## config.mk

```make
export PLATFORM = sky130hd
export DESIGN_NAME = keypad_scanner
export DESIGN_NICKNAME = d
export VERILOG_FILES = /design/src/rtl/keypad_pkg.sv /design/src/rtl/keypad_sync.sv /design/src/rtl/keypad_scanner.sv
export SDC_FILE = /design/constraint.sdc
export NUM_CORES = 1
export LEC_CHECK = 0
export CELL_PAD_IN_SITES_DETAIL_PLACEMENT = 1
export CELL_PAD_IN_SITES_GLOBAL_PLACEMENT = 1
export CORE_UTILIZATION = 35
export CTS_CLUSTER_DIAMETER = 30
export CTS_CLUSTER_SIZE = 16
export DETAILED_ROUTE_END_ITERATION = 10
export HOLD_SLACK_MARGIN = 0.1
export PLACE_DENSITY = 0.74
export REMOVE_ABC_BUFFERS = 1
export SLEW_MARGIN = 20
export SYNTH_ARGS = -nofsm -noshare
export SYNTH_HDL_FRONTEND = slang
export SYNTH_SLANG_ARGS = --single-unit
```

## constraint.sdc

```tcl
create_clock -name clock -period 2.5 [get_ports clock]
set_input_delay 0.25 -clock clock [delete_from_list [all_inputs] [get_ports clock]]
set_output_delay 0.25 -clock clock [all_outputs]
set_load 0.02 [all_outputs]
```

## src/rtl/keypad_pkg.sv

```systemverilog
`default_nettype none
// ============================================================================
// Module      : keypad_pkg
// Description : Shared types, column strobes and key map for keypad_scanner.
// Revision    : 1.0 - initial release
// ============================================================================
package keypad_pkg;

  typedef enum logic [1:0] {
    ST_SCAN     = 2'd0,
    ST_DEBOUNCE = 2'd1,
    ST_HELD     = 2'd2
  } state_e;

  typedef struct packed {
    logic       hit;
    logic [1:0] idx;
  } row_hit_t;

  localparam logic [3:0] C_COL0 = 4'b1110;
  localparam logic [3:0] C_COL1 = 4'b1101;
  localparam logic [3:0] C_COL2 = 4'b1011;
  localparam logic [3:0] C_COL3 = 4'b0111;

  function automatic logic [3:0] col_strobe(input logic [1:0] c);
    logic [3:0] s;
    case (c)
      2'd0:    s = C_COL0;
      2'd1:    s = C_COL1;
      2'd2:    s = C_COL2;
      default: s = C_COL3;
    endcase
    return s;
  endfunction

  // Only a single low row is a usable hit; multiple lows are treated as ghosting.
  function automatic row_hit_t decode_rows(input logic [3:0] rows);
    row_hit_t res;
    res = '0;
    case (rows)
      4'b1110: begin res.hit = 1'b1; res.idx = 2'd0; end
      4'b1101: begin res.hit = 1'b1; res.idx = 2'd1; end
      4'b1011: begin res.hit = 1'b1; res.idx = 2'd2; end
      4'b0111: begin res.hit = 1'b1; res.idx = 2'd3; end
      default: res = '0;
    endcase
    return res;
  endfunction

  function automatic logic [3:0] key_map(input logic [1:0] r, input logic [1:0] c);
    logic [3:0] k;
    case ({r, c})
      4'b00_00: k = 4'h1;
      4'b00_01: k = 4'h2;
      4'b00_10: k = 4'h3;
      4'b00_11: k = 4'hA;
      4'b01_00: k = 4'h4;
      4'b01_01: k = 4'h5;
      4'b01_10: k = 4'h6;
      4'b01_11: k = 4'hB;
      4'b10_00: k = 4'h7;
      4'b10_01: k = 4'h8;
      4'b10_10: k = 4'h9;
      4'b10_11: k = 4'hC;
      4'b11_00: k = 4'h0;
      4'b11_01: k = 4'hF;
      4'b11_10: k = 4'hE;
      default:  k = 4'hD;
    endcase
    return k;
  endfunction

endpackage
`default_nettype wire

```

## src/rtl/keypad_sync.sv

```systemverilog
`default_nettype none
// ============================================================================
// Module      : keypad_sync
// Description : 4-bit two-flop synchronizer, resets to all-high (no key).
// Revision    : 1.0 - initial release
// ============================================================================
module keypad_sync (
  input  logic       clock,
  input  logic       reset,
  input  logic [3:0] d_in,
  output logic [3:0] d_out
);

  logic [3:0] meta_q;
  logic [3:0] sync_q;

  always_ff @(posedge clock) begin
    if (reset) begin
      meta_q <= 4'b1111;
      sync_q <= 4'b1111;
    end else begin
      meta_q <= d_in;
      sync_q <= meta_q;
    end
  end

  assign d_out = sync_q;

endmodule
`default_nettype wire

```

## src/rtl/keypad_scanner.sv

```systemverilog
`default_nettype none
// ============================================================================
// Module      : keypad_scanner
// Description : 4x4 matrix keypad scanner with debounce; one hex code per
//               press. Define KEYPAD_REPEAT_EN for auto-repeat while held.
// Revision    : 1.0 - initial release
// ============================================================================
module keypad_scanner
  import keypad_pkg::*;
#(
  parameter int SCAN_DIV_BITS  = 17,
  parameter int DEBOUNCE_SCANS = 4,
  parameter int REPEAT_TICKS   = 64
) (
  input  logic       clock,
  input  logic       reset,
  input  logic [3:0] row,
  output logic [3:0] col,
  output logic [3:0] key_code,
  output logic       key_valid,
  output logic       key_held
);

  localparam logic [SCAN_DIV_BITS-1:0] C_DIV_ONE = {{(SCAN_DIV_BITS-1){1'b0}}, 1'b1};
  localparam logic [3:0]               C_DEB_LIMIT = 4'(DEBOUNCE_SCANS);

  if (SCAN_DIV_BITS < 3) begin : g_bad_div
    $error("SCAN_DIV_BITS must be at least 3");
  end
  if (DEBOUNCE_SCANS < 2 || DEBOUNCE_SCANS > 15) begin : g_bad_deb
    $error("DEBOUNCE_SCANS must be within 2..15");
  end
  if (REPEAT_TICKS < 1) begin : g_bad_rep
    $error("REPEAT_TICKS must be positive");
  end

  logic [3:0]               row_sync;
  row_hit_t                 row_hit;
  logic [SCAN_DIV_BITS-1:0] div_q, div_d;
  state_e                   state_q, state_d;
  logic [1:0]               col_idx_q, col_idx_d;
  logic [1:0]               row_lat_q, row_lat_d;
  logic [3:0]               deb_cnt_q, deb_cnt_d;
  logic [3:0]               rel_cnt_q, rel_cnt_d;
  logic [3:0]               key_code_q, key_code_d;
  logic                     key_valid_q, key_valid_d;
  logic                     key_held_q, key_held_d;
  logic                     tick;
  logic                     deb_match;
  logic                     deb_done;
  logic                     all_high;
  logic                     rel_done;
  logic                     rep_fire;

  keypad_sync u_sync (
    .clock (clock),
    .reset (reset),
    .d_in  (row),
    .d_out (row_sync)
  );

  assign row_hit   = decode_rows(row_sync);
  assign div_d     = div_q + C_DIV_ONE;
  // Tick is the last count before the divider wraps back to zero.
  assign tick      = &div_q;
  assign deb_match = row_hit.hit && (row_hit.idx == row_lat_q);
  assign deb_done  = tick && (state_q == ST_DEBOUNCE) && deb_match
                     && ((deb_cnt_q + 4'd1) == C_DEB_LIMIT);
  assign all_high  = (row_sync == 4'b1111);
  assign rel_done  = tick && (state_q == ST_HELD) && all_high
                     && ((rel_cnt_q + 4'd1) == C_DEB_LIMIT);

`ifdef KEYPAD_REPEAT_EN
  localparam int               C_REP_W     = $clog2(REPEAT_TICKS + 1);
  localparam logic [C_REP_W-1:0] C_REP_LIMIT = C_REP_W'(REPEAT_TICKS);
  localparam logic [C_REP_W-1:0] C_REP_ONE   = {{(C_REP_W-1){1'b0}}, 1'b1};

  logic [C_REP_W-1:0] rep_cnt_q, rep_cnt_d;

  assign rep_fire = tick && (state_q == ST_HELD) && !rel_done
                    && ((rep_cnt_q + C_REP_ONE) == C_REP_LIMIT);

  // Held at zero outside HELD so entry always restarts the interval.
  always_comb begin
    rep_cnt_d = rep_cnt_q;
    if (state_q != ST_HELD) begin
      rep_cnt_d = '0;
    end else if (tick) begin
      rep_cnt_d = rep_fire ? '0 : (rep_cnt_q + C_REP_ONE);
    end
  end

  always_ff @(posedge clock) begin
    if (reset) begin
      rep_cnt_q <= '0;
    end else begin
      rep_cnt_q <= rep_cnt_d;
    end
  end
`else
  assign rep_fire = 1'b0;
`endif

  always_ff @(posedge clock) begin
    if (reset) begin
      div_q       <= '0;
      state_q     <= ST_SCAN;
      col_idx_q   <= 2'd0;
      row_lat_q   <= 2'd0;
      deb_cnt_q   <= 4'd0;
      rel_cnt_q   <= 4'd0;
      key_code_q  <= 4'h0;
      key_valid_q <= 1'b0;
      key_held_q  <= 1'b0;
    end else begin
      div_q       <= div_d;
      state_q     <= state_d;
      col_idx_q   <= col_idx_d;
      row_lat_q   <= row_lat_d;
      deb_cnt_q   <= deb_cnt_d;
      rel_cnt_q   <= rel_cnt_d;
      key_code_q  <= key_code_d;
      key_valid_q <= key_valid_d;
      key_held_q  <= key_held_d;
    end
  end

  always_comb begin
    state_d   = state_q;
    col_idx_d = col_idx_q;
    row_lat_d = row_lat_q;
    deb_cnt_d = deb_cnt_q;
    rel_cnt_d = rel_cnt_q;
    if (tick) begin
      case (state_q)
        ST_SCAN: begin
          if (row_hit.hit) begin
            row_lat_d = row_hit.idx;
            deb_cnt_d = 4'd0;
            state_d   = ST_DEBOUNCE;
          end else begin
            col_idx_d = col_idx_q + 2'd1;
          end
        end
        ST_DEBOUNCE: begin
          if (deb_done) begin
            rel_cnt_d = 4'd0;
            state_d   = ST_HELD;
          end else if (deb_match) begin
            deb_cnt_d = deb_cnt_q + 4'd1;
          end else begin
            col_idx_d = col_idx_q + 2'd1;
            state_d   = ST_SCAN;
          end
        end
        ST_HELD: begin
          if (rel_done) begin
            rel_cnt_d = 4'd0;
            col_idx_d = col_idx_q + 2'd1;
            state_d   = ST_SCAN;
          end else if (all_high) begin
            rel_cnt_d = rel_cnt_q + 4'd1;
          end else begin
            rel_cnt_d = 4'd0;
          end
        end
        default: state_d = ST_SCAN;
      endcase
    end
  end

  always_comb begin
    key_code_d  = key_code_q;
    key_valid_d = 1'b0;
    key_held_d  = key_held_q;
    if (deb_done) begin
      key_code_d  = key_map(row_lat_q, col_idx_q);
      key_valid_d = 1'b1;
      key_held_d  = 1'b1;
    end
    if (rel_done) begin
      key_held_d = 1'b0;
    end
    if (rep_fire) begin
      key_valid_d = 1'b1;
    end
  end

  assign col       = col_strobe(col_idx_q);
  assign key_code  = key_code_q;
  assign key_valid = key_valid_q;
  assign key_held  = key_held_q;

endmodule
`default_nettype wire

```

# == After elaboration in Yosys (flattened, before gate mapping) ==
# Memory sizes are Yosys's and may differ from the RTL's. A register that Yosys moved wholly into a read port is not among the register bits.
# Index checks and enable logic that the tools add are counted.
# op_classes
addsub,4
eq_ne,20
n_mux,21
n_reduce_logical,19
# op_table
cell,n
$reduce_and 19->1,2
$mux 4,6
$reduce_and 22->1,1
$reduce_and 21->1,1
$reduce_and 20->1,1
$add 17x1->17 const B,1
$reduce_and 17->1,1
$eq 4x4->1 const B,4
$mux 2,8
$pmux 4 s2,2
$ne 2x2->1 const B,7
$eq 4x3->1 const B,3
$pmux 2 s3,2
$pmux 3 s4,1
$pmux 4 s3,1
$add 4x1->4 const B,2
$logic_and 1x1->1,7
$eq 2x1->1 const B,2
$eq 2x2->1 const B,2
$logic_not 2->1,2
$reduce_bool 2->1,2
$ne 3x3->1 const B,1
$reduce_bool 3->1,1
$add 2x1->2 const B,1
3 further kinds,3
# word_totals
reg_bits,41
rom_bits,64
input_bits,6
output_inout_bits,10
word_cells,75
mem_count,1
# mem_list
name,depth,width,read_ports,rd_ports_with_merged_regs,write_ports,line,text
(name not given),16,4,1,1,0,keypad_pkg.sv:52,"case ({r, c})"

# == Longest topological paths before layout ==
# depth
word_depth,8
mapped_depth,10
mapped_depth_nobuf,10

# == Modules after synthesis ==
# Synthesis repeated with hierarchy kept, for this count alone.
# hier_totals
cells_unflattened,272
hier_area_um2,2486.1
# by_module_without_submodules
mod,instances,cells_each,area_per_inst_um2,seq_area_each_um2
keypad_scanner,1,256,2275.9,740.7
keypad_sync,1,16,210.2,160.2

# == Least setup slack after synthesis ==
# No wires, ideal clock.
# synth_path
path_kind,reg2reg
from,reg div_q[0]
to,reg col_idx_q[0]
setup_time_ps,121
arrival_time_ps,2473
required_ps,2379
path_slack_ps,-94
stages_incl_launch_ff,11
path_buffers,0
synth_period_minus_slack_ps,2594
path_cell_list,dfxtp_1 -> ha_1 -> nand3_1 -> nor3_1 -> and3_1 -> ha_1 -> and4_1 -> and4_1 -> a2bb2oi_1 -> o32ai_1 -> mux2_2
# synth_via
elab_chain_cells,6
word_cells_on_any_way,10
cone_classes,eq/ne (2); reduce/logical (8)
# synth_rtl
element,line,text
start: declaration,keypad_scanner.sv:39,"logic [SCAN_DIV_BITS-1:0] div_q, div_d;"
start signal: assignment,keypad_scanner.sv:116,div_q <= div_d;
$reduce_and 17->1,keypad_scanner.sv:65,assign tick = &div_q;
"$logic_and 1x1->1, on equally long branches (2 in series)","keypad_scanner.sv:67, keypad_scanner.sv:70",
"$logic_and 1x1->1, on equally long branches","keypad_scanner.sv:68, keypad_scanner.sv:71",
$ne 2x2->1 (no source line),-,
$reduce_and 22->1 (no source line) (*),-,
end signal: assignment,keypad_scanner.sv:118,col_idx_q <= col_idx_d;
end: declaration,keypad_scanner.sv:41,"logic [1:0] col_idx_q, col_idx_d;"
# Mark *: on every way between the ends. The rest lies on a longest branch, timed or not.
# A chain may end at the register's enable or synchronous reset.

# == Worst setup path in the final report ==
# layout_path
from,reg div_q[0]
to,reg state_q[0]
# layout_via
elab_chain_cells,6
word_cells_on_any_way,12
cone_classes,eq/ne (2); mux (2); reduce/logical (8)
# layout_rtl
element,line,text
$reduce_and 17->1,keypad_scanner.sv:65,
"$logic_and 1x1->1, on equally long branches (2 in series)","keypad_scanner.sv:67, keypad_scanner.sv:70",
"$logic_and 1x1->1, on equally long branches","keypad_scanner.sv:68, keypad_scanner.sv:71",
"$ne 3x3->1 (no source line), or another cell as far along",-,
$reduce_and 20->1 (no source line) or $pmux 2 s3 (tied branches),-,
end signal: assignment,keypad_scanner.sv:117,state_q <= state_d;
end: declaration,keypad_scanner.sv:40,"state_e state_q, state_d;"
# Several ways; a longest one is shown, not always the timed one.

==> reports/metrics.csv <==
stage,metric,value,unit
status,status,"complete, but fails checks",
status,violations,design-rule violations,
timing,period_minus_slack,2360,ps
logic_synthesis,synth_edf_count,0,
logic_synthesis,ys_warn_count,0,
final_layout,fin_nets,313,
clock_tree,clockBufferDepth,2,
drt,firstDrtPassIters,7,
logic_synthesis,syn_inst,264,
timing,finalCritPeriodShare,94.4,%
drt,vias_per_cell,5.41,
floorplan,start_util,36.8,%
grt,antenna_found_initial,0,
critical_path,path_cells,ha_2 -> nand3_2 -> nor3_4 -> and3_1 -> ha_2 -> and4_1 -> and3_1 -> a21boi_0 -> or3_1 -> o41ai_2,
critical_path,cp_slowest_stage_delay,380,ps
timing,hold_viol_final,0,
grt,grt_pass1_wl,9690,microns
placement,place_congestion,0.800,
clock_tree,cts-buffers-inserted,5,
timing,setup_viol,0,
timing,worst_pin_slew,547,ps
timing,fmax,424,MHz
placement,dpl_cell_area,2720,sq um
floorplan,ios,16,
power_and_ir_drop,p_leak,1.04,nW
logic_synthesis,ys.flop_type,dfxtp_1,
drt,drt_wl_total,5680,microns
logic_synthesis,yosysMostFrequentCell,dfxtp_1,
logic_synthesis,synth_top_area_cell,dfxtp_1,
placement,io_buffers,15,
grt,grt_max_degree,33,
run,cap_violations,0,
clock_tree,tritoncts,built,
worst_hold_path,hold_depth,1,
critical_path,slowest_stage,or3_1,
floorplan,die_h,84.5,microns
floorplan,core-area,6460,sq um
logic_synthesis,synth_top_area_share,37.9,%
logic_synthesis,synth_area_leaders,"dfxtp_1 38%, ha_1 5.8%, nor2_1 5.0%, xnor2_1 4.4%, nand2b_1 2.6%",
critical_path,crit_fanout,3,
timing,rsz0062_at_grt,yes,
grt,grt-ovfl-total,0,
logic_synthesis,synth.distinct_cells,56,
clock_tree,numClockSinks,45,
critical_path,r2r_end,state_q[0],
final_layout,drive_gt1_share,19.5,%
timing,fin_skew,10.9,ps
final_layout,areaGrowthSynthToFinish,21.2,%
critical_path,end_kind,flop,
critical_path,arrival,2560,ps
drt,drt-initial-drc-count,88,
drt,drc,2,
power_and_ir_drop,power,1.26,mW
timing,slew_violations,0,
logic_synthesis,synthTopCellsByCount,"45 x dfxtp_1, 32 x nor2_1, 12 x nand2_1, 12 x xnor2_1",
critical_path,regToRegSetupSlack,140,ps
grt,grt_pass1_vias,2067,
power_and_ir_drop,vdd_ir_drop_max,0.298,mV
final_layout,insertedDiodeCount,0,
worst_hold_path,hold_start,u_sync.meta_q[0],
worst_hold_path,hold_class,reg2reg,
critical_path,crit_type,reg2reg,
clock_tree,h-tree-depth,2,
critical_path,worstPathRequired,2700,ps
critical_path,r2r_cells,10,
logic_synthesis,ys_ff_latch,45,
floorplan,core.rowCount,29,
final_layout,final_area,2880,sq um
drt,ant_nets,0,
placement,post-dp-hpwl,4120,microns
power_and_ir_drop,powerDensity,436,nW/um^2
logic_synthesis,avgSynthCellArea,9.01,sq um
floorplan,die_x,84.5,microns
logic_synthesis,yosysSeqAreaShare,37.9,%
worst_hold_path,whs_endpoint,u_sync.d_out[0],
floorplan,die_area,7130,sq um
timing,timing.slew.headroom,63.4,%
clock_tree,cts-root-buf,clkbuf_8,
logic_synthesis,syn_area,2380,sq um
grt,grtUsageTotal,17.1,%
critical_path,timing.rr.start,div_q[0],
clock_tree,cts_hold_buffers,0,
critical_path,critPathLaunchType,flop,
drt,vias,2025,
timing,fin_tns_setup,0,ps
clock_tree,clk_latency,310,ps
logic_synthesis,async_flop_share,0,%
drt,routedWlPerCell,15.2,microns
clock_tree,clkTransAtPathRegs,90,ps
[critical path, delay by kind of cell (launching register included)]
kind / cells / cell delay [ps]
fa+ha+maj: 2 / 360
simple gates: 6 / 1130
flops: 1 / 340
compound gates: 2 / 410
[routing by layer]
layer,wire length [microns],vias up,GRT usage (%)
met4,125,0,7.24
met5,0,-,0
met2,2670,26,28.9
met3,148,10,2.85
met1,2740,991,21.7
li1,-,998,-
[power breakdown]
group | switching (mW) | leakage [nW] | internal, mW | total [mW]
sequential | 0.00892 | 0.366 | 0.727 | 0.736
clock | 0.254 | 0.0374 | 0.197 | 0.452
combinational | 0.0347 | 0.641 | 0.0357 | 0.0704
total | 0.298 | 1.04 | 0.960 | 1.26
[sequential cells by signal, summed over array words and instances, names as in the netlist]
register and flops:
key_held 1, state_q 2, div_q 17, u_sync.meta_q 4, rel_cnt_q 4, key_valid 1
key_code 4, col_idx_q 2, deb_cnt_q 4, row_lat_q 2, u_sync.d_out 4
[per-stage QoR]
stage / instances / hold slack, ps / util (%) / setup slack [ps]
floorplan: 251 / 317 / - / -93.9
global placement: 364 / 390 / 42.1 / 68.5
detailed placement: 364 / 395 / 42.1 / -21.8
CTS: 372 / 418 / 43.6 / 18.2
global route: 374 / 434 / 44.7 / -39.9
finish: 374 / 415 / 44.7 / 141
[cell families after synthesis]
| logic type | Yosys count | synth area share, % |
|---|---|---|
| XOR/XNOR | 19 | 6.99 |
| AO/OA/AOI/OAI | 43 | 13.9 |
| AND/OR/NAND/NOR | 117 | 27.3 |
| buffers and inverters | 21 | 4.00 |
| adder cells (fa/ha/maj) | 11 | 5.78 |
| flip-flops | 45 | 37.9 |
| multiplexers | 8 | 4.10 |
[worst max path at each step]
stage             start           end  cells after the start
3_5_place_dp   div_q[0]  col_idx_q[0]                     10
4_1_cts        div_q[0]  col_idx_q[0]                     10
5_1_grt        div_q[0]    state_q[0]                     10
3_3_place_gp   div_q[0]  col_idx_q[0]                     10
6_report       div_q[0]    state_q[0]                     10
2_1_floorplan  div_q[0]  col_idx_q[0]                     10
[cell usage in the layout (no fill, tap or decap), types with 3 or more instances in the layout]
cell type | synthesis | final
clkdlybuf4s50_1 | 0 | 15
and3_1 | 5 | 5
dfxtp_2 | 0 | 4
nand3b_1 | 3 | 3
clkbuf_8 | 0 | 5
a21oi_1 | 11 | 11
or2_2 | 8 | 8
nor2_1 | 32 | 32
or3_1 | 5 | 5
nand2_1 | 12 | 12
inv_1 | 8 | 8
and4_1 | 3 | 3
nand4_1 | 6 | 6
xnor2_1 | 12 | 12
o2111ai_1 | 3 | 3
nor3_1 | 4 | 3
nand2b_1 | 10 | 10
nand4b_1 | 4 | 4
o21ai_0 | 5 | 5
nor2b_1 | 3 | 3
ha_1 | 11 | 9
nand3_1 | 10 | 9
xor2_1 | 7 | 7
mux2i_1 | 6 | 6
a211o_1 | 3 | 3
buf_4 | 1 | 23
dfxtp_1 | 45 | 41
[area by class of cell]
cell class	count	area (sq um)
Clock buffer	6	72.6
Multi-Input combinational cell	198	1440
Sequential cell	45	906
Inverter	8	30.0
Tap cell	77	96.3
Fill cell	777	3570
Clock inverter	2	15.0
Timing Repair Buffer	38	323
[what timing repair did]
action                                  4_1_cts  5_1_grt
endpoints found under the setup margin        2       13
pin swaps                                     1        5
setup buffers                                 0        2
gates resized for setup                       1       13
Power figures use the tool's default switching activity.
